### src/rtl/demux_2_stream.sv
// demux_2_stream: 1-to-2 valid/ready stream demultiplexer.
// Each output has a single registered slot. Routing is fixed for a whole
// burst of BURST_LEN beats. The route is either taken from sel (manual mode)
// or alternates between bursts (auto ping-pong mode).
module demux_2_stream #(
  parameter int DATA_WIDTH = 16,
  parameter int BURST_LEN  = 16,
  parameter int CNT_WIDTH  = 8
) (
  input  logic                  clk,
  input  logic                  rst,
  input  logic                  mode,
  input  logic                  sel,
  input  logic                  in_valid,
  input  logic [DATA_WIDTH-1:0] in_data,
  output logic                  in_ready,
  output logic                  out0_valid,
  output logic [DATA_WIDTH-1:0] out0_data,
  input  logic                  out0_ready,
  output logic                  out1_valid,
  output logic [DATA_WIDTH-1:0] out1_data,
  input  logic                  out1_ready,
  output logic                  cur_sel,
  output logic                  burst_done
);

  localparam logic [CNT_WIDTH-1:0] LAST_BEAT = CNT_WIDTH'(BURST_LEN - 1);

  logic [CNT_WIDTH-1:0] cnt;
  logic                 eff_sel;
  logic                 accept;
  logic                 last_beat;
  logic                 wr0;
  logic                 wr1;

  // Effective target, ready for the selected slot only, and slot write strobes.
  // In manual mode, sel is consulted only on the first beat of a burst.
  always_comb begin
    eff_sel   = (!mode && (cnt == '0)) ? sel : cur_sel;
    in_ready  = eff_sel ? (!out1_valid || out1_ready)
                        : (!out0_valid || out0_ready);
    accept    = in_valid && in_ready;
    last_beat = (cnt == LAST_BEAT);
    wr0       = accept && !eff_sel;
    wr1       = accept && eff_sel;
  end

  // out0 slot: a write takes priority over a drain; data holds while empty.
  always_ff @(posedge clk) begin
    if (rst) begin
      out0_valid <= 1'b0;
      out0_data  <= '0;
    end else if (wr0) begin
      out0_valid <= 1'b1;
      out0_data  <= in_data;
    end else if (out0_ready) begin
      out0_valid <= 1'b0;
    end
  end

  // out1 slot: a write takes priority over a drain; data holds while empty.
  always_ff @(posedge clk) begin
    if (rst) begin
      out1_valid <= 1'b0;
      out1_data  <= '0;
    end else if (wr1) begin
      out1_valid <= 1'b1;
      out1_data  <= in_data;
    end else if (out1_ready) begin
      out1_valid <= 1'b0;
    end
  end

  // Beat counter, registered route and end-of-burst pulse.
  // Auto mode flips the route only on the last beat of a burst.
  always_ff @(posedge clk) begin
    if (rst) begin
      cnt        <= '0;
      cur_sel    <= 1'b0;
      burst_done <= 1'b0;
    end else begin
      burst_done <= accept && last_beat;
      if (accept) begin
        if (last_beat) begin
          cnt     <= '0;
          cur_sel <= mode ? ~eff_sel : eff_sel;
        end else begin
          cnt     <= cnt + 1'b1;
          cur_sel <= eff_sel;
        end
      end
    end
  end

endmodule
### config.mk
export PLATFORM = sky130hd
export DESIGN_NAME = demux_2_stream
export DESIGN_NICKNAME = d
export VERILOG_FILES = /design/src/rtl/demux_2_stream.sv
export SDC_FILE = /design/constraint.sdc
export NUM_CORES = 1
export LEC_CHECK = 0
export CORE_ASPECT_RATIO = 0.8
export CORE_MARGIN = 5
export CORE_UTILIZATION = 40
export DETAILED_ROUTE_END_ITERATION = 6
export HOLD_SLACK_MARGIN = 0.15
export PLACE_DENSITY = 0.74
export SYNTH_ARGS = -nofsm -noshare
export SYNTH_HDL_FRONTEND = slang
export SYNTH_SLANG_ARGS = --single-unit
### constraint.sdc
create_clock -name clk -period 2.06 [get_ports clk]
set_input_delay 0.309 -clock clk [delete_from_list [all_inputs] [get_ports clk]]
set_output_delay 0.309 -clock clk [all_outputs]
set_load 0.01 [all_outputs]
Yosys cells after proc, flatten, opt, wreduce, memory -nomap -nowiden
Cells that the tools add are included.

Register bits: 44. Input port bits: 23. Output and inout bits: 37.

Add/subtract/negate cells: 1. Equality and inequality tests: 1. Multiplexer cells: 9. Bitwise gates (word level): 1. Reduce and logical (&&, ||, !) cells: 14.

Operators by type and width (count): adder 8 x 1 -> 8 bit, second input constant (1); == test 8 x 4 -> 1 bit, second input constant (1); logical NOT 8 bit (1); 2-to-1 mux 1 bit (8); 2-to-1 mux 8 bit (1); logical AND 1 bit (5); logical NOT 1 bit (4); nonzero test 2 bit (2); logical OR 1 bit (2); inverter 1 bit (1).

Logic depth before layout (Yosys ltp)
Gate-level depths: netlist (run 1).

Word-level depth: 7. Depth in mapped cells: 9.

Worst setup path after synthesis (run 1)
Ideal clock, no wire load.

Path kind: register -> register. Start point: register cnt[0]. End point: register cnt[7]. Setup time: 123 ps. Data arrival time: 2022 ps. Setup slack: -85 ps. Cell stages (with the launch flop): 8. Clock period less this slack: 2145 ps. Cells stage by stage: dfxtp_1 -> inv_1 -> ha_1 -> nor4b_4 -> and3_1 -> or3_4 -> a2111oi_2 -> mux2_1.

Longest elaborated chain between the ends: 5. Elaborated cells between the ends (all ways): 8. Classes of those cells: add/sub: 1; eq/ne: 1; mux: 3; reduce/logical: 3.

Ends and longest elaborated chain: start: declaration (RTL line 29) `logic [CNT_WIDTH-1:0] cnt;`; start signal: assignment (RTL line 88) `cnt <= cnt + 1'b1;`; branches (longest 5 deep; another with adder 8 x 1 -> 8 bit).

Several ways; the timed one is not identified. A chain may end at the register's enable or synchronous reset.

Worst setup path after layout (run 1)
Start point: register cnt[0]. End point: output in_ready.

Longest elaborated chain between the ends: 4.

Ends and longest elaborated chain: logical NOT 8 bit (RTL line 39) `eff_sel = (!mode && (cnt == '0)) ? sel : cur_sel;`; logical AND 1 bit (RTL line 39); 2-to-1 mux 1 bit (RTL line 39); 2-to-1 mux 1 bit (RTL line 40) `in_ready = eff_sel ? (!out1_valid || out1_ready)`; end: declaration (RTL line 16) `output logic in_ready,`.

No other way between the ends.

==> impl_summary.log, run 1 <==
[metrics] status: finished clean
[metrics] wire length of the first global-routing pass: 7100 µm
[metrics] number of sinks on the clock net: 44
[metrics] Max Cap Violations: 0
[metrics] number of fill cells: 424
[metrics] area inside the core boundary: 4510 µm²
[metrics] instance area at placement: 2560 µm²
[metrics] Die X: 85.5 µm
[metrics] final standard cell area without fillers: 2730 µm²
[metrics] share of total power in the clock network: 29.4%
[metrics] Layout Cells excl Fill: 334
[metrics] setup violators final: 0
[metrics] number of instances in the synthesized netlist: 201
[metrics] Post-synth EDFFs: 0
[metrics] top cells by count, synth: sky130_fd_sc_hd__dfxtp_1 (44), sky130_fd_sc_hd__nand2_1 (42), sky130_fd_sc_hd__a21oi_1 (24), sky130_fd_sc_hd__nor2_1 (20), sky130_fd_sc_hd__mux2i_1 (18)
[metrics] cell chosen for the clock root: sky130_fd_sc_hd__clkbuf_8
[metrics] number of I/O pins: 60
[metrics] number of placement rows: 22
[metrics] CP max FO: 4
[metrics] number of buffers created by CTS: 5
[metrics] hold buffer count at cts: 0
[metrics] top cells by area in the synthesized netlist: sky130_fd_sc_hd__dfxtp_1 (48%), sky130_fd_sc_hd__mux2i_1 (9.9%), sky130_fd_sc_hd__nand2_1 (8.6%), sky130_fd_sc_hd__a21oi_1 (6.6%), sky130_fd_sc_hd__nor2_1 (4.1%)
[metrics] wire per inst: 12.8 µm
[metrics] category of cells accounting for the largest share of critical-path delay: simple AND/OR/NAND/NOR gates
[metrics] count of buffering cells on the critical path with inverters included: 2
[metrics] arrival time at the worst endpoint: 1.74 ns
[metrics] detailed router's first-iteration violation count: 84
[metrics] dominant cell type by area after synthesis: sky130_fd_sc_hd__dfxtp_1
[metrics] primary flip-flop cell chosen by synthesis mapping: sky130_fd_sc_hd__dfxtp_1
[metrics] power spent charging and discharging nets: 0.000482 W
[metrics] die footprint: 6020 µm²
[metrics] Synth Cell Area: 1820 µm²
[metrics] clock-pin slew reported for the worst setup and hold paths after clock tree synthesis: 0.08 ns
[metrics] number of global-route vias before repair: 1517
[metrics] Placed Instances: 322
[metrics] routed via count: 1601
[metrics] Die Height: 70.4 µm
[metrics] storage element area: 883 µm²
[metrics] initial cell density of the core: 40.4%
[metrics] slew at the pin closest to its max-slew limit: 0.474 ns
[metrics] share of final-layout standard cells stronger than drive strength 1: 16.4%
[metrics] clock latency of the later-clocked register in the worst-skew pair: 0.29 ns
[metrics] placed wire-length estimate: 3160 µm
[metrics] critical path required time: 1.75 ns
[metrics] startpoint class of the critical path: register
[metrics] pin count of the biggest net entering global routing: 21
[metrics] number of vias per cell after detailed routing: 4.79
[metrics] CP max-delay cell: sky130_fd_sc_hd__dfxtp_2
[metrics] yosys synthesis warning count: 0
[metrics] sequential power share: 49.2%
[metrics] Pwr per Cell Area: 689 nW/µm²
[metrics] global placer's final weighted congestion: 0.827
[metrics] number of I/O port buffers: 59
[metrics] max incr delay on CP: 0.33 ns
[metrics] setup skew after layout: 0.00715 ns
[metrics] worst vdd rail ir drop: 0.000401 V
[metrics] peak clock frequency supported by timing: 489 MHz
[metrics] RSZ-0062 raised after global routing: true
[metrics] hold violation total from the final report: 0
[metrics] max-slew violations: 0
[metrics] Total Routing Usage GR: 14.5%
[metrics] mean area per synthesized cell: 9.08 µm²
[metrics] total detailed-routing wirelength: 4290 µm
[metrics] internal power contribution: 0.00140 W
[metrics] remaining routing DRC violations: 0
[metrics] number of distinct standard cells referenced by the synthesized netlist: 33
[metrics] Synth top area share: 48.3%
[metrics] sequential element share of the synthesized area: 48.3%
[metrics] list of cells traversed by the critical path: inv_2, ha_4, nor4b_4, and3_4, nor2_2, mux2_4, buf_6
[metrics] Post-DRT Antenna Nets: 0
[metrics] number of nets in the finished design: 298
[metrics] detailed-router iteration count before antenna repair: 4
[metrics] worst hold slack: 0.455 ns
[metrics] post-layout total power: 0.00188 W
[metrics] minimum period implied by the final worst setup slack: 2.05 ns
[metrics] area of the multi-input gates: 903 µm²
[metrics] Syn Nets: 226
[metrics] # diodes: 0
[metrics] maximum count of clock buffers along a single path: 2
[metrics] async set-or-reset flop fraction in the synthesized netlist: 0%
[metrics] part of the cycle the worst path needs: 99.3%
[metrics] Gate power share: 21.4%
[metrics] classification of the worst-slack hold path: reg -> reg
[metrics] total congestion overflow after global routing: 0
[metrics] flip-flop and latch count after synthesis: 44
[metrics] number of antenna violations at the first check in global routing: 0
[metrics] Sw Ratio: 25.6%
[metrics] area added between synthesis and finish: 49.8%
[metrics] leakage power summed over all cells: 1.10 nW
[metrics] max-slew headroom at the worst pin: 68.3%
[metrics] category of the most critical setup path: reg -> out
[metrics] type of destination of the critical path: output port
[metrics] top-count cell post-synth: sky130_fd_sc_hd__dfxtp_1
[metrics] TritonCTS clock tree: built
[metrics] maximum level of the CTS H-tree: 2
## cell families (layout without fill, tap and decap cells)
kind of cell | Yosys count | after routing | synth area share [%]
buffers and inverters | 16 | 89 | 4.39
adders and majority gates | 2 | 2 | 1.37
muxes | 23 | 23 | 13.0
AOI/OAI and AO/OA | 33 | 33 | 11.4
DFF | 44 | 44 | 48.3
and+or+nand+nor | 83 | 83 | 21.6
## cells in the final DEF (no fill, tap or decap), types with 3 or more instances in the layout
| cell | n |
|---|---|
| sky130_fd_sc_hd__dfxtp_1 | 42 |
| sky130_fd_sc_hd__buf_4 | 15 |
| sky130_fd_sc_hd__mux2_2 | 3 |
| sky130_fd_sc_hd__nand2_1 | 42 |
| sky130_fd_sc_hd__nor2_1 | 19 |
| sky130_fd_sc_hd__clkdlybuf4s50_1 | 57 |
| sky130_fd_sc_hd__a21oi_1 | 24 |
| sky130_fd_sc_hd__mux2i_1 | 18 |
| sky130_fd_sc_hd__nor2b_1 | 3 |
| sky130_fd_sc_hd__nand3_1 | 5 |
| sky130_fd_sc_hd__buf_6 | 3 |
| sky130_fd_sc_hd__clkbuf_8 | 6 |
## final cells by class
class,count,share of cell area [%]
Inverter,3,0.412
Timing Repair Buffer,78,28.0
Sequential cell,44,32.3
Clock inverter,1,0.275
Tap cell,60,2.75
Clock buffer,7,3.16
Multi-Input combinational cell,141,33.1
## timing repair
action | CTS | global route
resized for setup | 10 | 6
pin swaps | 4 | 1
buffers inserted | 1 | 3
setup endpoints to repair | 6 | 8
## flip-flops by register name, summed over array words and instances (netlist names)
name / flops
burst_done: 1
cur_sel: 1
out1_valid: 1
out0_valid: 1
out0_data: 16
out1_data: 16
cnt: 8
## metrics by stage
step	utilization, %	setup slack [ns]	setup TNS (ns)
final	60.5	0.0149	0
after global routing	60.5	-0.0661	-0.195
after CTS	59.3	-0.00880	-0.0134
after detailed placement	56.8	-0.356	-5.65
after global placement	56.8	-0.341	-3.73
after floorplan	-	0.0306	0
## routing by layer
layer / track usage, % / up-vias / part of all wire (%)
met4: 4.22 / 0 / 0.84
met1: 20.7 / 730 / 50
met2: 20.8 / 47 / 42
li1: - / 822 / -
met5: 0 / - / 0
met3: 4.72 / 2 / 7.5
## worst min-delay path, delay by kind of cell, from the launching register on
family / cells / cell delay (ns)
and+or+nand+nor: 1 / 0.05
DFF: 1 / 0.31
AOI/OAI and AO/OA: 1 / 0.05
## power groups by stage
stage	combinational [W]	clock, W	sequential, W
after floorplan	0.000168	0	0.000967
after global placement	0.000376	0	0.000945
after detailed placement	0.000382	0	0.000945
after CTS	0.000390	0.000573	0.000926
after global routing	0.000438	0.000599	0.000934
final	0.000403	0.000554	0.000926
## final timing paths
check | startpoint | slack, ns | end | cells past startpoint
worst max-delay path | cnt[0] | 0.01 | in_ready | 7
worst max register to register | cnt[0] | 0.03 | cnt[7] | 7
worst min register to register | out1_data[11] | 0.46 | out1_data[11] | 2
worst min-delay path | out1_data[11] | 0.46 | out1_data[11] | 2
No activity file was read; power rests on OpenSTA's default activity.
==> inputs of run 2 (changes only) <==
Settings changed: CELL_PAD_IN_SITES_DETAIL_PLACEMENT set to 1, CELL_PAD_IN_SITES_GLOBAL_PLACEMENT set to 2, CORE_UTILIZATION 40 to 24, PLACE_DENSITY 0.74 to not set, PLACE_DENSITY_LB_ADDON set to 0.1.
==> run 2 against run 1 <==
Compared with the run above:
- the run now ends with negative setup slack left
- cell area increased by 8.3%
- global-route usage is 2.9 points lower
- clock skew up 0.0022 ns
- sequential cell count stayed put
- critical path type is now reg -> reg
==> impl_summary.log, run 2 (synthesized netlist as in run 1, its figures left out) <==
[metrics] status: finished, violations left (was finished clean)
[metrics] violated checks: negative setup slack
[metrics] sequential power share: 44.6% (was 49.2%)
[metrics] length in cells of the worst reg-to-reg path: 8 (was 7)
[metrics] min setup slack post-route: -0.102 ns (was 0.0149 ns)
[metrics] number of I/O pins: 60 (unchanged)
[metrics] Total Routing Usage GR: 11.6% (was 14.5%)
[metrics] Die Height: 88.0 µm (was 70.4 µm)
[metrics] internal power contribution: 0.00155 W (was 0.00140 W)
[metrics] number of I/O port buffers: 59 (unchanged)
[metrics] WHS Path Cells: 2 (unchanged)
[metrics] number of fill cells: 867 (was 424)
[metrics] worst vdd rail ir drop: 0.000265 V (was 0.000401 V)
[metrics] # diodes: 0 (unchanged)
[metrics] worst hold slack: 0.461 ns (was 0.455 ns)
[metrics] area added between synthesis and finish: 62.2% (was 49.8%)
[metrics] number of placement rows: 28 (was 22)
[metrics] share of total power in the clock network: 33.8% (was 29.4%)
[metrics] arrival time at the worst endpoint: 2.34 ns (was 1.74 ns)
[metrics] number of buffers created by CTS: 5 (unchanged)
[metrics] minimum period implied by the final worst setup slack: 2.16 ns (was 2.05 ns)
[metrics] share of final-layout standard cells stronger than drive strength 1: 25.2% (was 16.4%)
[metrics] maximum level of the CTS H-tree: 2 (unchanged)
[metrics] detailed-router iteration count before antenna repair: 4 (unchanged)
[metrics] fraction of the core area covered by cells at the end of the flow: 40.0% (was 60.5%)
[metrics] hold buffer count at cts: 0 (unchanged)
[metrics] setup violators final: 10 (was 0)
[metrics] launch instance of the worst register-to-register path: cnt[0] (unchanged)
[metrics] part of the cycle the worst path needs: 105% (was 99.3%)
[metrics] total congestion overflow after global routing: 0 (unchanged)
[metrics] clock-pin slew reported for the worst setup and hold paths after clock tree synthesis: 0.09 ns (was 0.08 ns)
[metrics] Pwr per Cell Area: 706 nW/µm² (was 689 nW/µm²)
[metrics] sum of negative setup slack: -0.584 ns (was 0 ns)
[metrics] max-slew violations: 0 (unchanged)
[metrics] number of vias per cell after detailed routing: 4.35 (was 4.79)
[metrics] Die X: 107 µm (was 85.5 µm)
[metrics] slew at the pin closest to its max-slew limit: 0.583 ns (was 0.474 ns)
[metrics] critical register-to-register path endpoint: cnt[7] (unchanged)
[metrics] clock latency of the later-clocked register in the worst-skew pair: 0.29 ns (about the same)
[metrics] wire per inst: 14.1 µm (was 12.8 µm)
[metrics] critical path required time: 2.24 ns (was 1.75 ns)
[metrics] classification of the worst-slack hold path: reg -> reg (unchanged)
[metrics] Max Cap Violations: 0 (unchanged)
[metrics] leakage power summed over all cells: 1.17 nW (was 1.10 nW)
[metrics] Post-DRT Antenna Nets: 0 (unchanged)
[metrics] TritonCTS clock tree: built (unchanged)
[metrics] number of global-route vias before repair: 1745 (was 1517)
[metrics] hold violation total from the final report: 0 (unchanged)
[metrics] startpoint class of the critical path: register (unchanged)
[metrics] cell chosen for the clock root: sky130_fd_sc_hd__clkbuf_8 (unchanged)
[metrics] remaining routing DRC violations: 0 (unchanged)
[metrics] global placer's final weighted congestion: 0.724 (was 0.827)
[metrics] Gate power share: 21.5% (was 21.4%)
[metrics] number of nets in the finished design: 306 (was 298)
[metrics] placed wire-length estimate: 3990 µm (was 3160 µm)
[metrics] category of the most critical setup path: reg -> reg (was reg -> out)
[metrics] largest registers ranked by flip-flop count: out0_data x16, out1_data x16, cnt x8 (unchanged)
[metrics] setup slack of the most critical reg-to-reg path: -0.10 ns (was 0.03 ns)
[metrics] area inside the core boundary: 7390 µm² (was 4510 µm²)
[metrics] power spent charging and discharging nets: 0.000537 W (was 0.000482 W)
[metrics] detailed router's first-iteration violation count: 44 (was 84)
[metrics] worst hold endpoint: out1_data[12] (was out1_data[11])
[metrics] Sw Ratio: 25.7% (was 25.6%)
[metrics] CP max FO: 7 (was 4)
[metrics] die footprint: 9460 µm² (was 6020 µm²)
[metrics] highest-count cells in the layout ignoring fill and taps: sky130_fd_sc_hd__clkdlybuf4s50_1 (57), sky130_fd_sc_hd__dfxtp_1 (42), sky130_fd_sc_hd__nand2_1 (34) (was sky130_fd_sc_hd__clkdlybuf4s50_1 (57), sky130_fd_sc_hd__nand2_1 (42), sky130_fd_sc_hd__dfxtp_1 (42))
[metrics] setup skew after layout: 0.00932 ns (was 0.00715 ns)
[metrics] startpoint of the tightest hold check path: out1_data[12] (was out1_data[11])
[metrics] type of destination of the critical path: register (was output port)
[metrics] number of antenna violations at the first check in global routing: 0 (unchanged)
[metrics] max-slew headroom at the worst pin: 61.0% (was 68.3%)
[metrics] peak clock frequency supported by timing: 462 MHz (was 489 MHz)
[metrics] number of sinks on the clock net: 44 (unchanged)
[metrics] maximum count of clock buffers along a single path: 2 (unchanged)
[metrics] initial cell density of the core: 24.7% (was 40.4%)
[metrics] total detailed-routing wirelength: 5460 µm (was 4290 µm)
[metrics] wire length of the first global-routing pass: 8730 µm (was 7100 µm)
[metrics] commonest non-fill, non-tap cell in the layout: sky130_fd_sc_hd__clkdlybuf4s50_1 (unchanged)
[metrics] pin count of the biggest net entering global routing: 20 (was 21)
[metrics] routed via count: 1682 (was 1601)
[metrics] RSZ-0062 raised after global routing: true (unchanged)
## run 2: layout make-up
cell class / instances / area, µm² / share of cell area (%)
clock buffer: 6 / 82.6 / 2.79
clock inverter: 2 / 38.8 / 1.31
inverter: 3 / 11.3 / 0.381
multi-input combinational: 141 / 970 / 32.8
sequential: 44 / 883 / 29.9
tap: 105 / 131 / 4.44
timing repair buffer: 86 / 842 / 28.5
## run 2: worst max path at each step
stage	start	endpoint	slack [ns]
floorplan	cnt[0]	cnt[6]	0.03
global placement	mode	in_ready	-0.38
detailed placement	mode	in_ready	-0.40
CTS	cnt[0]	in_ready	-0.11
global route	cnt[0]	cnt[6]	-0.18
finish	cnt[0]	cnt[7]	-0.10
## run 2: through the flow
step	instance area (µm²)	cells	power, W	setup slack, ns
final	2960	387	0.00209	-0.102
after CTS	2810	382	0.00208	-0.114
after global routing	2960	387	0.00220	-0.184
after global placement	2650	371	0.00134	-0.378
after detailed placement	2650	371	0.00135	-0.396
after floorplan	1840	201	0.00113	0.0306
## run 2: routing by layer
| layer | track usage [%] | part of all wire [%] |
|---|---|---|
| met1 | 15.9 | 50 |
| met2 | 18.2 | 44 |
| met3 | 3.32 | 4.8 |
| met4 | 2.75 | 0.44 |
| met5 | 0 | 0 |
## run 2: repair_timing
| action | in CTS | in global routing |
|---|---|---|
| setup endpoints to repair | 6 | 27 |
| setup buffers | 3 | 6 |
| pin swaps | 3 | 18 |
| resized for setup | 11 | 30 |
## run 2: critical path, stage by stage (launching register included)
cell and delay [ns]:
sky130_fd_sc_hd__dfxtp_2 0.33, sky130_fd_sc_hd__inv_2 0.06, sky130_fd_sc_hd__ha_4 0.13, sky130_fd_sc_hd__nor4b_4 0.25, sky130_fd_sc_hd__a21boi_2 0.10, sky130_fd_sc_hd__buf_4 0.15, sky130_fd_sc_hd__or3_4 0.38, sky130_fd_sc_hd__a2111oi_4 0.30
sky130_fd_sc_hd__mux2_1 0.34
## run 2: power groups by stage
stage / combinational (W) / clock (W) / sequential, W
detailed placement: 0.000398 / 0 / 0.000948
global route: 0.000489 / 0.000771 / 0.000939
floorplan: 0.000168 / 0 / 0.000967
CTS: 0.000412 / 0.000741 / 0.000931
finish: 0.000450 / 0.000707 / 0.000932
global placement: 0.000395 / 0 / 0.000947
==> inputs of run 3 (changes only) <==
Settings changed: CORE_UTILIZATION 24 to 25, CTS_BUF_LIST set to sky130_fd_sc_hd__clkbuf_8.
==> run 3 against run 2 <==
Compared with the run above:
- the run still ends with negative setup slack left
- via count down 1.2%
- sequential share of layout area up 1.0 points
- sequential cell count unchanged
- die area down 3.6%
- sequential power down 0.4%
- critical path depth down 1
- non-clock buffer count unchanged
- cell count down 4.7%
- worst hold slack worse by 0.0010 ns
- clock power down 20%
- critical endpoint unchanged
- largest power group unchanged
==> impl_summary.log, run 3 (synthesized netlist as in run 1, its figures left out) <==
[metrics] TritonCTS clock tree: built (unchanged)
[metrics] hold buffer count at cts: 0 (unchanged)
[metrics] startpoint of the tightest hold check path: out1_data[4] (was out1_data[12])
[metrics] max-slew headroom at the worst pin: 68.5% (was 61.0%)
[metrics] number of I/O port buffers: 59 (unchanged)
[metrics] commonest non-fill, non-tap cell in the layout: sky130_fd_sc_hd__clkdlybuf4s50_1 (unchanged)
[metrics] area added between synthesis and finish: 56.8% (was 62.2%)
[metrics] total congestion overflow after global routing: 0 (unchanged)
[metrics] number of buffers created by CTS: 5 (unchanged)
[metrics] Total Routing Usage GR: 12.3% (was 11.6%)
[metrics] Pwr per Cell Area: 679 nW/µm² (was 706 nW/µm²)
[metrics] startpoint class of the critical path: input port (was register)
[metrics] number of vias per cell after detailed routing: 4.50 (was 4.35)
[metrics] wire length of the first global-routing pass: 8960 µm (was 8730 µm)
[metrics] Die Height: 86.4 µm (was 88.0 µm)
[metrics] WHS Path Cells: 2 (unchanged)
[metrics] hold violation total from the final report: 0 (unchanged)
[metrics] peak clock frequency supported by timing: 460 MHz (was 462 MHz)
[metrics] launch instance of the worst register-to-register path: cnt[0] (unchanged)
[metrics] minimum period implied by the final worst setup slack: 2.17 ns (was 2.16 ns)
[metrics] fraction of the core area covered by cells at the end of the flow: 40.9% (was 40.0%)
[metrics] remaining routing DRC violations: 0 (unchanged)
[metrics] clock latency of the later-clocked register in the worst-skew pair: 0.29 ns (about the same)
[metrics] part of the cycle the worst path needs: 105% (about the same)
[metrics] die footprint: 9120 µm² (was 9460 µm²)
[metrics] RSZ-0062 raised after global routing: true (unchanged)
[metrics] leakage power summed over all cells: 1.15 nW (was 1.17 nW)
[metrics] setup violators final: 14 (was 10)
[metrics] number of sinks on the clock net: 44 (unchanged)
[metrics] length in cells of the worst reg-to-reg path: 8 (unchanged)
[metrics] CP max FO: 5 (was 7)
[metrics] Die X: 106 µm (was 107 µm)
[metrics] critical path required time: 2.25 ns (was 2.24 ns)
[metrics] type of destination of the critical path: register (unchanged)
[metrics] initial cell density of the core: 26.1% (was 24.7%)
[metrics] slew at the pin closest to its max-slew limit: 0.472 ns (was 0.583 ns)
[metrics] pin count of the biggest net entering global routing: 20 (unchanged)
[metrics] worst vdd rail ir drop: 0.000225 V (was 0.000265 V)
[metrics] largest registers ranked by flip-flop count: out0_data x16, out1_data x16, cnt x8 (unchanged)
[metrics] # diodes: 0 (unchanged)
[metrics] highest-count cells in the layout ignoring fill and taps: sky130_fd_sc_hd__clkdlybuf4s50_1 (58), sky130_fd_sc_hd__nand2_1 (42), sky130_fd_sc_hd__dfxtp_1 (42) (was sky130_fd_sc_hd__clkdlybuf4s50_1 (57), sky130_fd_sc_hd__dfxtp_1 (42), sky130_fd_sc_hd__nand2_1 (34))
[metrics] status: finished, violations left (unchanged)
[metrics] number of nets in the finished design: 306 (unchanged)
[metrics] arrival time at the worst endpoint: 2.36 ns (was 2.34 ns)
[metrics] Layout Cells excl Fill: 369 (was 387)
[metrics] min setup slack post-route: -0.113 ns (was -0.102 ns)
[metrics] maximum level of the CTS H-tree: 2 (unchanged)
[metrics] number of placement rows: 27 (was 28)
[metrics] Max Cap Violations: 0 (unchanged)
[metrics] cell chosen for the clock root: sky130_fd_sc_hd__clkbuf_8 (unchanged)
[metrics] wire per inst: 14.7 µm (was 14.1 µm)
[metrics] area inside the core boundary: 6990 µm² (was 7390 µm²)
[metrics] detailed router's first-iteration violation count: 42 (was 44)
[metrics] setup skew after layout: 0.00275 ns (was 0.00932 ns)
[metrics] placed wire-length estimate: 4080 µm (was 3990 µm)
[metrics] maximum count of clock buffers along a single path: 2 (unchanged)
[metrics] Post-DRT Antenna Nets: 0 (unchanged)
[metrics] max-slew violations: 0 (unchanged)
[metrics] number of I/O pins: 60 (unchanged)
[metrics] clock-pin slew reported for the worst setup and hold paths after clock tree synthesis: 0.08 ns (was 0.09 ns)
[metrics] routed via count: 1662 (was 1682)
[metrics] number of antenna violations at the first check in global routing: 0 (unchanged)
[metrics] post-layout total power: 0.00194 W (was 0.00209 W)
[metrics] total detailed-routing wirelength: 5420 µm (was 5460 µm)
[metrics] category of the most critical setup path: in -> reg (was reg -> reg)
[metrics] share of final-layout standard cells stronger than drive strength 1: 19.1% (was 25.2%)
[metrics] violated checks: negative setup slack (unchanged)
[metrics] number of global-route vias before repair: 1771 (was 1745)
[metrics] Placed Instances: 352 (was 371)
[metrics] classification of the worst-slack hold path: reg -> reg (unchanged)
[metrics] global placer's final weighted congestion: 0.756 (was 0.724)
[metrics] detailed-router iteration count before antenna repair: 4 (unchanged)
[metrics] Crit. Startpoint: mode (was cnt[0])
## run 3: cell count changes in the layout (fill, tap and decap cells not counted), moves of 3 or more
cell / before / now
sky130_fd_sc_hd__a21oi_1: 13 / 22
sky130_fd_sc_hd__a21oi_2: 11 / 2
sky130_fd_sc_hd__nand2_1: 34 / 42
sky130_fd_sc_hd__nand2_2: 5 / 0
sky130_fd_sc_hd__buf_4: 21 / 18
sky130_fd_sc_hd__buf_8: 0 / 3
sky130_fd_sc_hd__nand2_4: 3 / 0
## run 3: cell type report
class	instances	area [µm²]
Clock buffer	6	82.6
Clock inverter	2	11.3
Fill cell	812	4130
Inverter	3	11.3
Multi-Input combinational cell	141	906
Sequential cell	44	883
Tap cell	87	109
Timing Repair Buffer	86	857
## run 3: path summary, 6_finish.rpt
path	end	slack, ns
hold / removal	out1_data[4]	0.46
setup / recovery	cnt[7]	-0.11
hold reg to reg	out1_data[4]	0.46
setup reg to reg	cnt[7]	-0.11
## run 3: routing by layer
layer,GRT usage [%],routed length [µm]
met2,17.8,2270
met1,17.3,2720
met4,3.53,57
met3,4.24,369
met5,0,0
## run 3: metrics by stage
| step | hold slack [ns] | setup WS (ns) | area [µm²] | setup TNS (ns) |
|---|---|---|---|---|
| after floorplan | 0.445 | 0.0306 | 1840 | 0 |
| after global placement | 0.444 | -0.387 | 2620 | -7.92 |
| after detailed placement | 0.449 | -0.405 | 2620 | -9.71 |
| after CTS | 0.461 | -0.156 | 2850 | -2.65 |
| after global routing | 0.482 | -0.216 | 2860 | -5.29 |
| final | 0.460 | -0.113 | 2860 | -0.642 |
## run 3: critical path, cell delays in order
cell and delay (ns):
sky130_fd_sc_hd__clkdlybuf4s50_1 0.46, sky130_fd_sc_hd__nor4b_4 0.32, sky130_fd_sc_hd__a21boi_2 0.10, sky130_fd_sc_hd__buf_4 0.15, sky130_fd_sc_hd__or3_4 0.37, sky130_fd_sc_hd__a2111oi_4 0.31, sky130_fd_sc_hd__mux2_1 0.34
## run 3: what timing repair did
action                     4_1_cts  5_1_grt
hold endpoints to repair         0        0
setup endpoints to repair        9       45
buffers inserted                10        0
gates resized for setup         19       10
pin swaps                        5        5
## run 3: power by group
group	internal, W	total, W	switching [W]	leakage (nW)
clock network	0.000268	0.000563	0.000295	0.0486
registers	0.000901	0.000928	0.0000272	0.360
logic	0.000261	0.000453	0.000192	0.738
